--- config.mk ---
export PLATFORM = sky130hd
export DESIGN_NAME = pc_stack_flat
export DESIGN_NICKNAME = d
export VERILOG_FILES = /design/src/rtl/pc_stack_if.sv /design/src/rtl/pc_stack.sv /design/src/flat_wrapper.sv
export SDC_FILE = /design/constraint.sdc
export NUM_CORES = 1
export LEC_CHECK = 0
export ABC_CLOCK_PERIOD_IN_PS = 3600
export BUFFER_PORTS_ARGS = -buffer_cell sky130_fd_sc_hd__buf_4
export CAP_MARGIN = 25
export CORE_MARGIN = 2
export CORE_UTILIZATION = 35
export CTS_BUF_LIST = sky130_fd_sc_hd__clkbuf_4
export DETAILED_ROUTE_END_ITERATION = 7
export HOLD_SLACK_MARGIN = 0.03
export PLACE_DENSITY = 0.62
export SKIP_LAST_GASP = 1
export SLEW_MARGIN = 20
export SYNTH_ARGS = -nofsm -noshare
export SYNTH_HDL_FRONTEND = slang
export SYNTH_SLANG_ARGS = --single-unit
--- constraint.sdc ---
create_clock -name clock -period 3.6 [get_ports clock]
set_input_delay 0.18 -clock clock [delete_from_list [all_inputs] [get_ports clock]]
set_output_delay 0.18 -clock clock [all_outputs]
set_load 0.02 [all_outputs]
--- src/rtl/pc_stack_if.sv ---
// Bus bundle between the decode controller (master) and the return-address stack (slave).
interface pc_stack_if #(
  parameter int DEPTH = 8,
  parameter int AW    = 12
);
  localparam int CW = $clog2(DEPTH + 1);

  logic          push;
  logic          pop;
  logic [AW-1:0] pushData;
  logic          clearErr;
  logic [AW-1:0] topData;
  logic [CW-1:0] count;
  logic          empty;
  logic          full;
  logic          overflow;
  logic          underflow;

  modport master (
    output push, pop, pushData, clearErr,
    input  topData, count, empty, full, overflow, underflow
  );

  modport slave (
    input  push, pop, pushData, clearErr,
    output topData, count, empty, full, overflow, underflow
  );
endinterface

--- src/rtl/pc_stack.sv ---
// Hardware return-address stack: call pushes PC+1, return presents the top for the PC mux
// and removes it at the same edge; misuse is latched in sticky overflow/underflow flags.
module pc_stack #(
  parameter int DEPTH = 8,
  parameter int AW    = 12
) (
  input  logic       clock,
  input  logic       init_signal,
  pc_stack_if.slave  bus
);
  localparam int CW = $clog2(DEPTH + 1);
  localparam int IW = $clog2(DEPTH);

  logic [CW-1:0] sp_q, sp_d;
  logic          ovf_q, ovf_d;
  logic          unf_q, unf_d;
  logic [AW-1:0] mem_q [DEPTH];
  logic [AW-1:0] mem_d [DEPTH];

  logic          empty_s;
  logic          full_s;
  logic [IW-1:0] top_idx_s;
  logic [IW-1:0] wr_idx_s;
  logic          wr_en_s;

  assign empty_s   = (sp_q == CW'(0));
  assign full_s    = (sp_q == CW'(DEPTH));
  assign top_idx_s = IW'(sp_q - CW'(1));

  // Next-state decode of push/pop in priority order; a flag set beats clearErr.
  always_comb begin
    sp_d     = sp_q;
    ovf_d    = ovf_q & ~bus.clearErr;
    unf_d    = unf_q & ~bus.clearErr;
    wr_en_s  = 1'b0;
    wr_idx_s = {IW{1'b0}};
    if (bus.push && bus.pop && !empty_s) begin
      wr_en_s  = 1'b1;
      wr_idx_s = top_idx_s;
    end else if (bus.push && bus.pop) begin
      wr_en_s  = 1'b1;
      wr_idx_s = {IW{1'b0}};
      sp_d     = CW'(1);
    end else if (bus.push) begin
      if (!full_s) begin
        wr_en_s  = 1'b1;
        wr_idx_s = IW'(sp_q);
        sp_d     = sp_q + CW'(1);
      end else begin
        ovf_d = 1'b1;
      end
    end else if (bus.pop) begin
      if (!empty_s) begin
        sp_d = sp_q - CW'(1);
      end else begin
        unf_d = 1'b1;
      end
    end else begin
      sp_d = sp_q;
    end
  end

  // Storage write-back of the selected entry.
  always_comb begin
    mem_d = mem_q;
    if (wr_en_s) begin
      mem_d[wr_idx_s] = bus.pushData;
    end else begin
      mem_d[wr_idx_s] = mem_q[wr_idx_s];
    end
  end

  // Pointer and sticky flags, cleared asynchronously.
  always_ff @(posedge clock or negedge init_signal) begin
    if (!init_signal) begin
      sp_q  <= {CW{1'b0}};
      ovf_q <= 1'b0;
      unf_q <= 1'b0;
    end else begin
      sp_q  <= sp_d;
      ovf_q <= ovf_d;
      unf_q <= unf_d;
    end
  end

  // Entry array carries no reset; contents are invisible while the stack is empty.
  always_ff @(posedge clock) begin
    mem_q <= mem_d;
  end

  assign bus.topData   = empty_s ? {AW{1'b0}} : mem_q[top_idx_s];
  assign bus.count     = sp_q;
  assign bus.empty     = empty_s;
  assign bus.full      = full_s;
  assign bus.overflow  = ovf_q;
  assign bus.underflow = unf_q;
endmodule

--- src/flat_wrapper.sv ---
// flat-port wrapper written by rule: the top's interface ports become plain ports
module pc_stack_flat 
#(
  parameter int DEPTH = 8,
  parameter int AW    = 12
)
  (clock, init_signal, bus_push, bus_pop, bus_pushData, bus_clearErr, bus_topData, bus_count, bus_empty, bus_full, bus_overflow, bus_underflow);
  pc_stack_if #(.DEPTH(DEPTH), .AW(AW)) bus_i ();
  input  logic clock;
  input  logic init_signal;
  input wire logic [$bits(bus_i.push)-1:0] bus_push;
  input wire logic [$bits(bus_i.pop)-1:0] bus_pop;
  input wire logic [$bits(bus_i.pushData)-1:0] bus_pushData;
  input wire logic [$bits(bus_i.clearErr)-1:0] bus_clearErr;
  output wire logic [$bits(bus_i.topData)-1:0] bus_topData;
  output wire logic [$bits(bus_i.count)-1:0] bus_count;
  output wire logic [$bits(bus_i.empty)-1:0] bus_empty;
  output wire logic [$bits(bus_i.full)-1:0] bus_full;
  output wire logic [$bits(bus_i.overflow)-1:0] bus_overflow;
  output wire logic [$bits(bus_i.underflow)-1:0] bus_underflow;
  assign bus_i.push = bus_push;
  assign bus_i.pop = bus_pop;
  assign bus_i.pushData = bus_pushData;
  assign bus_i.clearErr = bus_clearErr;
  assign bus_topData = bus_i.topData;
  assign bus_count = bus_i.count;
  assign bus_empty = bus_i.empty;
  assign bus_full = bus_i.full;
  assign bus_overflow = bus_i.overflow;
  assign bus_underflow = bus_i.underflow;
  pc_stack #(.DEPTH(DEPTH), .AW(AW)) u_core (.clock(clock), .init_signal(init_signal), .bus(bus_i));
endmodule
==> impl_results.html <==
<table>
<tr><th>Metric</th><th>Value</th></tr>
<tr><th colspan="2">Status</th></tr>
<tr><td>Result of the run</td><td>finished, final reports clean</td></tr>
<tr><th colspan="2">Timing</th></tr>
<tr><td>Least-Margin Pin Slew</td><td>0.881 ns</td></tr>
<tr><td>Highest clock rate</td><td>329 MHz</td></tr>
<tr><td>Unrepaired setup endpoints after global routing</td><td>false</td></tr>
<tr><td>Final-report hold violation count</td><td>0</td></tr>
<tr><td>Post-route fraction of the period consumed by the critical path</td><td>0.843</td></tr>
<tr><td>Clock period minus final worst setup slack</td><td>3.04 ns</td></tr>
<tr><td>Final total negative setup slack</td><td>0 ns</td></tr>
<tr><td>Number of failing setup endpoints in the final timing report</td><td>0</td></tr>
<tr><td>Clock Skew</td><td>0.0202 ns</td></tr>
<tr><td>Relative max-transition margin</td><td>0.412</td></tr>
<tr><td>Fin. max-slew vios</td><td>0</td></tr>
<tr><th colspan="2">Yosys</th></tr>
<tr><td>Share of synthesized flip-flops with an asynchronous set or reset</td><td>0.0588</td></tr>
<tr><td>#FFs+latches synth</td><td>102</td></tr>
<tr><td>Avg Synthesized Cell Area</td><td>11.8 sq um</td></tr>
<tr><td>Synth Flop Type</td><td>sky130_fd_sc_hd__edfxtp_1</td></tr>
<tr><td>Number of nets produced by synthesis</td><td>446</td></tr>
<tr><td>Number of enable flip-flop cells after synthesis</td><td>96</td></tr>
<tr><td>Count of distinct cell types in the synthesized netlist</td><td>46</td></tr>
<tr><td>Post-synthesis instance area</td><td>0.00502 sq mm</td></tr>
<tr><td>Number of instances in the synthesized netlist</td><td>427</td></tr>
<tr><td>Part of the Yosys area used for sequential elements</td><td>0.604</td></tr>
<tr><td>Number of warning messages in the yosys log</td><td>0</td></tr>
<tr><th colspan="2">Routing</th></tr>
<tr><td>Post-detailed-route wirelength per cell</td><td>19.7 microns</td></tr>
<tr><td>Detailed-route via count</td><td>3487</td></tr>
<tr><td>Detailed Route WL</td><td>12700 microns</td></tr>
<tr><td>DRC</td><td>0</td></tr>
<tr><td>Number of optimization iterations in the first detailed-route pass</td><td>5</td></tr>
<tr><td>Final ANT Viol Nets</td><td>0</td></tr>
<tr><td>Iter 0 DRT Violations</td><td>353</td></tr>
<tr><td>Mean number of vias per cell</td><td>5.41</td></tr>
<tr><th colspan="2">GRT</th></tr>
<tr><td>Met2 GRT Util</td><td>0.311</td></tr>
<tr><td>Global routing usage on met3</td><td>0.0481</td></tr>
<tr><td>Aggregate global-route resource usage</td><td>0.179</td></tr>
<tr><td>Global route overflow</td><td>0</td></tr>
<tr><td>Largest net degree at the start of global routing</td><td>38</td></tr>
<tr><td>Number of global-route vias before repair</td><td>3566</td></tr>
<tr><td>Wire length of the first global-routing pass</td><td>19800 microns</td></tr>
<tr><td>Global Route met1 Usage</td><td>0.217</td></tr>
<tr><td>Most congested layer reported by global routing</td><td>met2</td></tr>
<tr><td>Antenna violations before repair</td><td>0</td></tr>
<tr><th colspan="2">Clock network</th></tr>
<tr><td>Maximum count of clock buffers along a single path</td><td>2</td></tr>
<tr><td>TritonCTS Buffers</td><td>9</td></tr>
<tr><td>Root cell of the clock tree</td><td>sky130_fd_sc_hd__clkbuf_4</td></tr>
<tr><td>Post-CTS clock slew at the launch and capture registers of the worst setup and hold paths</td><td>0.15 ns</td></tr>
<tr><td>CTS H-tree lvls</td><td>3</td></tr>
<tr><td>PostCTS Resize Cnt</td><td>0</td></tr>
<tr><td>TritonCTS clock tree</td><td>done</td></tr>
<tr><td>Skew-Pair Late Insertion Delay</td><td>0.47 ns</td></tr>
<tr><td>Number of clock sinks</td><td>102</td></tr>
<tr><th colspan="2">Placed design</th></tr>
<tr><td>Area after DPL</td><td>0.00547 sq mm</td></tr>
<tr><td>Final weighted congestion in routability-driven placement</td><td>0.819</td></tr>
<tr><td>DP Wirelength</td><td>8910 microns</td></tr>
<tr><td>Post-Place Cells</td><td>624</td></tr>
<tr><td>Port-buffer cells</td><td>36</td></tr>
<tr><th colspan="2">Critical path</th></tr>
<tr><td>Critical path start-end classification</td><td>reg -&gt; reg</td></tr>
<tr><td>Data arrival time of the critical path</td><td>3.16 ns</td></tr>
<tr><td>Data required, critical path</td><td>3.72 ns</td></tr>
<tr><td>Startpoint Class</td><td>flip-flop</td></tr>
<tr><td>Largest fanout on the critical path</td><td>18</td></tr>
<tr><td>Endpoint of the worst setup timing path</td><td>u_core.mem_q[84]</td></tr>
<tr><td>Critical Path Start</td><td>u_core.bus.count[1]</td></tr>
<tr><td>Worst R2R Setup Slack</td><td>0.56 ns</td></tr>
<tr><td>Sequence of cells on the critical path</td><td>inv_1, ha_1, nand3b_1, inv_2, o32a_2, o31ai_1, buf_4, inv_1</td></tr>
<tr><td>Cell depth of the worst flop-to-flop path</td><td>8</td></tr>
<tr><td>Most used cell, CP</td><td>sky130_fd_sc_hd__inv_1</td></tr>
<tr><td>Slowest stage cell, crit path</td><td>sky130_fd_sc_hd__dfrtp_1</td></tr>
<tr><td>Destination of the worst register-to-register timing path</td><td>u_core.mem_q[84]</td></tr>
<tr><td>R2r startpoint</td><td>u_core.bus.count[1]</td></tr>
<tr><td>Highest cell delay on the worst timing path</td><td>0.51 ns</td></tr>
<tr><td>Worst setup EP type</td><td>flip-flop</td></tr>
<tr><th colspan="2">Floorplanning</th></tr>
<tr><td>Core Footprint</td><td>0.0139 sq mm</td></tr>
<tr><td>Die boundary height</td><td>124 microns</td></tr>
<tr><td>Width of the die</td><td>124 microns</td></tr>
<tr><td>Number of placed I/O pins</td><td>37</td></tr>
<tr><td>Area of the die</td><td>0.0153 sq mm</td></tr>
<tr><td>Row Count</td><td>43</td></tr>
<tr><td>Effective utilization at floorplan</td><td>0.361</td></tr>
<tr><th colspan="2">Final layout</th></tr>
<tr><td>Layout Area Growth over Synthesis</td><td>12.7%</td></tr>
<tr><td>Utilization after layout</td><td>0.406</td></tr>
<tr><td>Fin area</td><td>0.00566 sq mm</td></tr>
<tr><td>Number of standard cells in the final layout excluding fillers</td><td>644</td></tr>
<tr><td>Layout cell share with drive strength beyond 1</td><td>0.222</td></tr>
<tr><td>Count of inserted antenna diode cells</td><td>0</td></tr>
<tr><td>Net count, final</td><td>478</td></tr>
<tr><th colspan="2">Power</th></tr>
<tr><td>Static leakage power</td><td>1.95 nW</td></tr>
<tr><td>Sum of internal, switching and leakage power</td><td>0.00502 W</td></tr>
<tr><td>VDD IR-drop max</td><td>605 uV</td></tr>
<tr><td>Total power divided by cell area</td><td>886 mW/mm^2</td></tr>
<tr><th colspan="2">Job</th></tr>
<tr><td>Number of maximum-capacitance constraint violations</td><td>0</td></tr>
<tr><th colspan="2">Hold path</th></tr>
<tr><td>Hold Path Class</td><td>in -&gt; async</td></tr>
</table>
## registers in the layout, summed over array words and instances (netlist names)
register and flops:
u_core.bus.count 4, u_core.bus.overflow 1, u_core.bus.underflow 1, u_core.mem_q 96
## power by group
part / internal, W / switching, W
clock network: 0.000240 / 0.000390
registers: 0.00164 / 0.000144
logic: 0.000991 / 0.00161
total: 0.00288 / 0.00214
## layout by cell type (no fill, tap or decap), drive strengths merged, types with 3 or more instances in the layout
| cell type | netlist | layout |
|---|---|---|
| edfxtp | 96 | 96 |
| nor3 | 3 | 3 |
| a21oi | 5 | 5 |
| nand2b | 4 | 4 |
| clkbuf | 12 | 13 |
| inv | 7 | 8 |
| buf | 21 | 50 |
| dlygate4sd3 | 0 | 3 |
| nand3 | 3 | 3 |
| mux4 | 24 | 24 |
| and2 | 3 | 3 |
| a31oi | 3 | 3 |
| dfrtp | 6 | 6 |
| nand2 | 43 | 43 |
| o21ai | 68 | 68 |
| nor2 | 98 | 98 |
## area by class of cell
class	count	area [sq um]
multi-input combinational	285	1820
tap	180	225
inverter	7	26.3
clock buffer	12	90.1
fill	1323	8270
timing repair buffer	54	413
sequential	102	3030
clock inverter	4	55.1
## logic make-up (layout without fill, tap and decap cells)
family / count (synthesis) / in the layout / share of synthesized area
buffers and inverters: 40 / 77 / 0.0356
AND/OR/NAND/NOR: 166 / 166 / 0.139
flip-flops: 102 / 102 / 0.604
multiplexers: 24 / 24 / 0.108
adder cells (fa/ha/maj): 2 / 2 / 0.00498
AO/OA/AOI/OAI: 93 / 93 / 0.109
## cell usage after synthesis, types with 2 or more instances
| cell | number | area [sq um] |
|---|---|---|
| sky130_fd_sc_hd__nand2b_1 | 4 | 25.0 |
| sky130_fd_sc_hd__a21oi_1 | 5 | 25.0 |
| sky130_fd_sc_hd__nand2_1 | 43 | 161 |
| sky130_fd_sc_hd__nor2b_1 | 2 | 12.5 |
| sky130_fd_sc_hd__and2_1 | 3 | 18.8 |
| sky130_fd_sc_hd__dfrtp_1 | 6 | 150 |
| sky130_fd_sc_hd__a31oi_1 | 3 | 18.8 |
| sky130_fd_sc_hd__nand3b_1 | 2 | 15.0 |
| sky130_fd_sc_hd__o311ai_0 | 2 | 17.5 |
| sky130_fd_sc_hd__edfxtp_1 | 96 | 2880 |
| sky130_fd_sc_hd__o21ai_2 | 3 | 26.3 |
| sky130_fd_sc_hd__nor2_1 | 98 | 368 |
| sky130_fd_sc_hd__nand3_1 | 3 | 15.0 |
| sky130_fd_sc_hd__mux4_2 | 24 | 541 |
| sky130_fd_sc_hd__inv_1 | 6 | 22.5 |
| sky130_fd_sc_hd__nor3_1 | 2 | 10.0 |
| sky130_fd_sc_hd__o21ai_0 | 49 | 245 |
| sky130_fd_sc_hd__clkbuf_1 | 12 | 45.0 |
| sky130_fd_sc_hd__ha_1 | 2 | 25.0 |
| sky130_fd_sc_hd__o21ai_1 | 16 | 80.1 |
| sky130_fd_sc_hd__buf_2 | 20 | 100 |
| sky130_fd_sc_hd__and2b_1 | 2 | 15.0 |
## worst max-delay path: cells and delay by family, from the launching register on
family                     cells  cell delay, ns
buffers and inverters          4            0.93
AOI/OAI and AO/OA              2            0.58
DFF                            1            0.51
adders and majority gates      1            0.43
and+or+nand+nor                1            0.21
## metal layers
metal	wire, microns	part of all wire
met1	5120	0.40
met2	6530	0.52
met3	722	0.057
met4	278	0.022
met5	0	0
## how the worst min path moves through the flow
stage,start,endpoint
final,init_signal,u_core.bus.count[2]
after global routing,init_signal,u_core.bus.count[2]
after CTS,init_signal,u_core.bus.count[0]
after detailed placement,init_signal,u_core.bus.count[3]
after global placement,init_signal,u_core.bus.count[3]
after floorplan,init_signal,u_core.bus.count[0]
## per-stage QoR
step / hold slack [ns] / setup WS (ns)
after floorplan: -0.116 / 0.758
after global placement: -0.00882 / 0.628
after detailed placement: -0.00640 / 0.510
after CTS: 0.0311 / 0.474
after global routing: 0.0401 / 0.285
final: 0.0518 / 0.564
## what timing repair did
item                      CTS  global route
hold endpoints to repair    8             0
hold buffers                3             0
setup buffers               0             0
No activity file was read; power rests on OpenSTA's default activity.
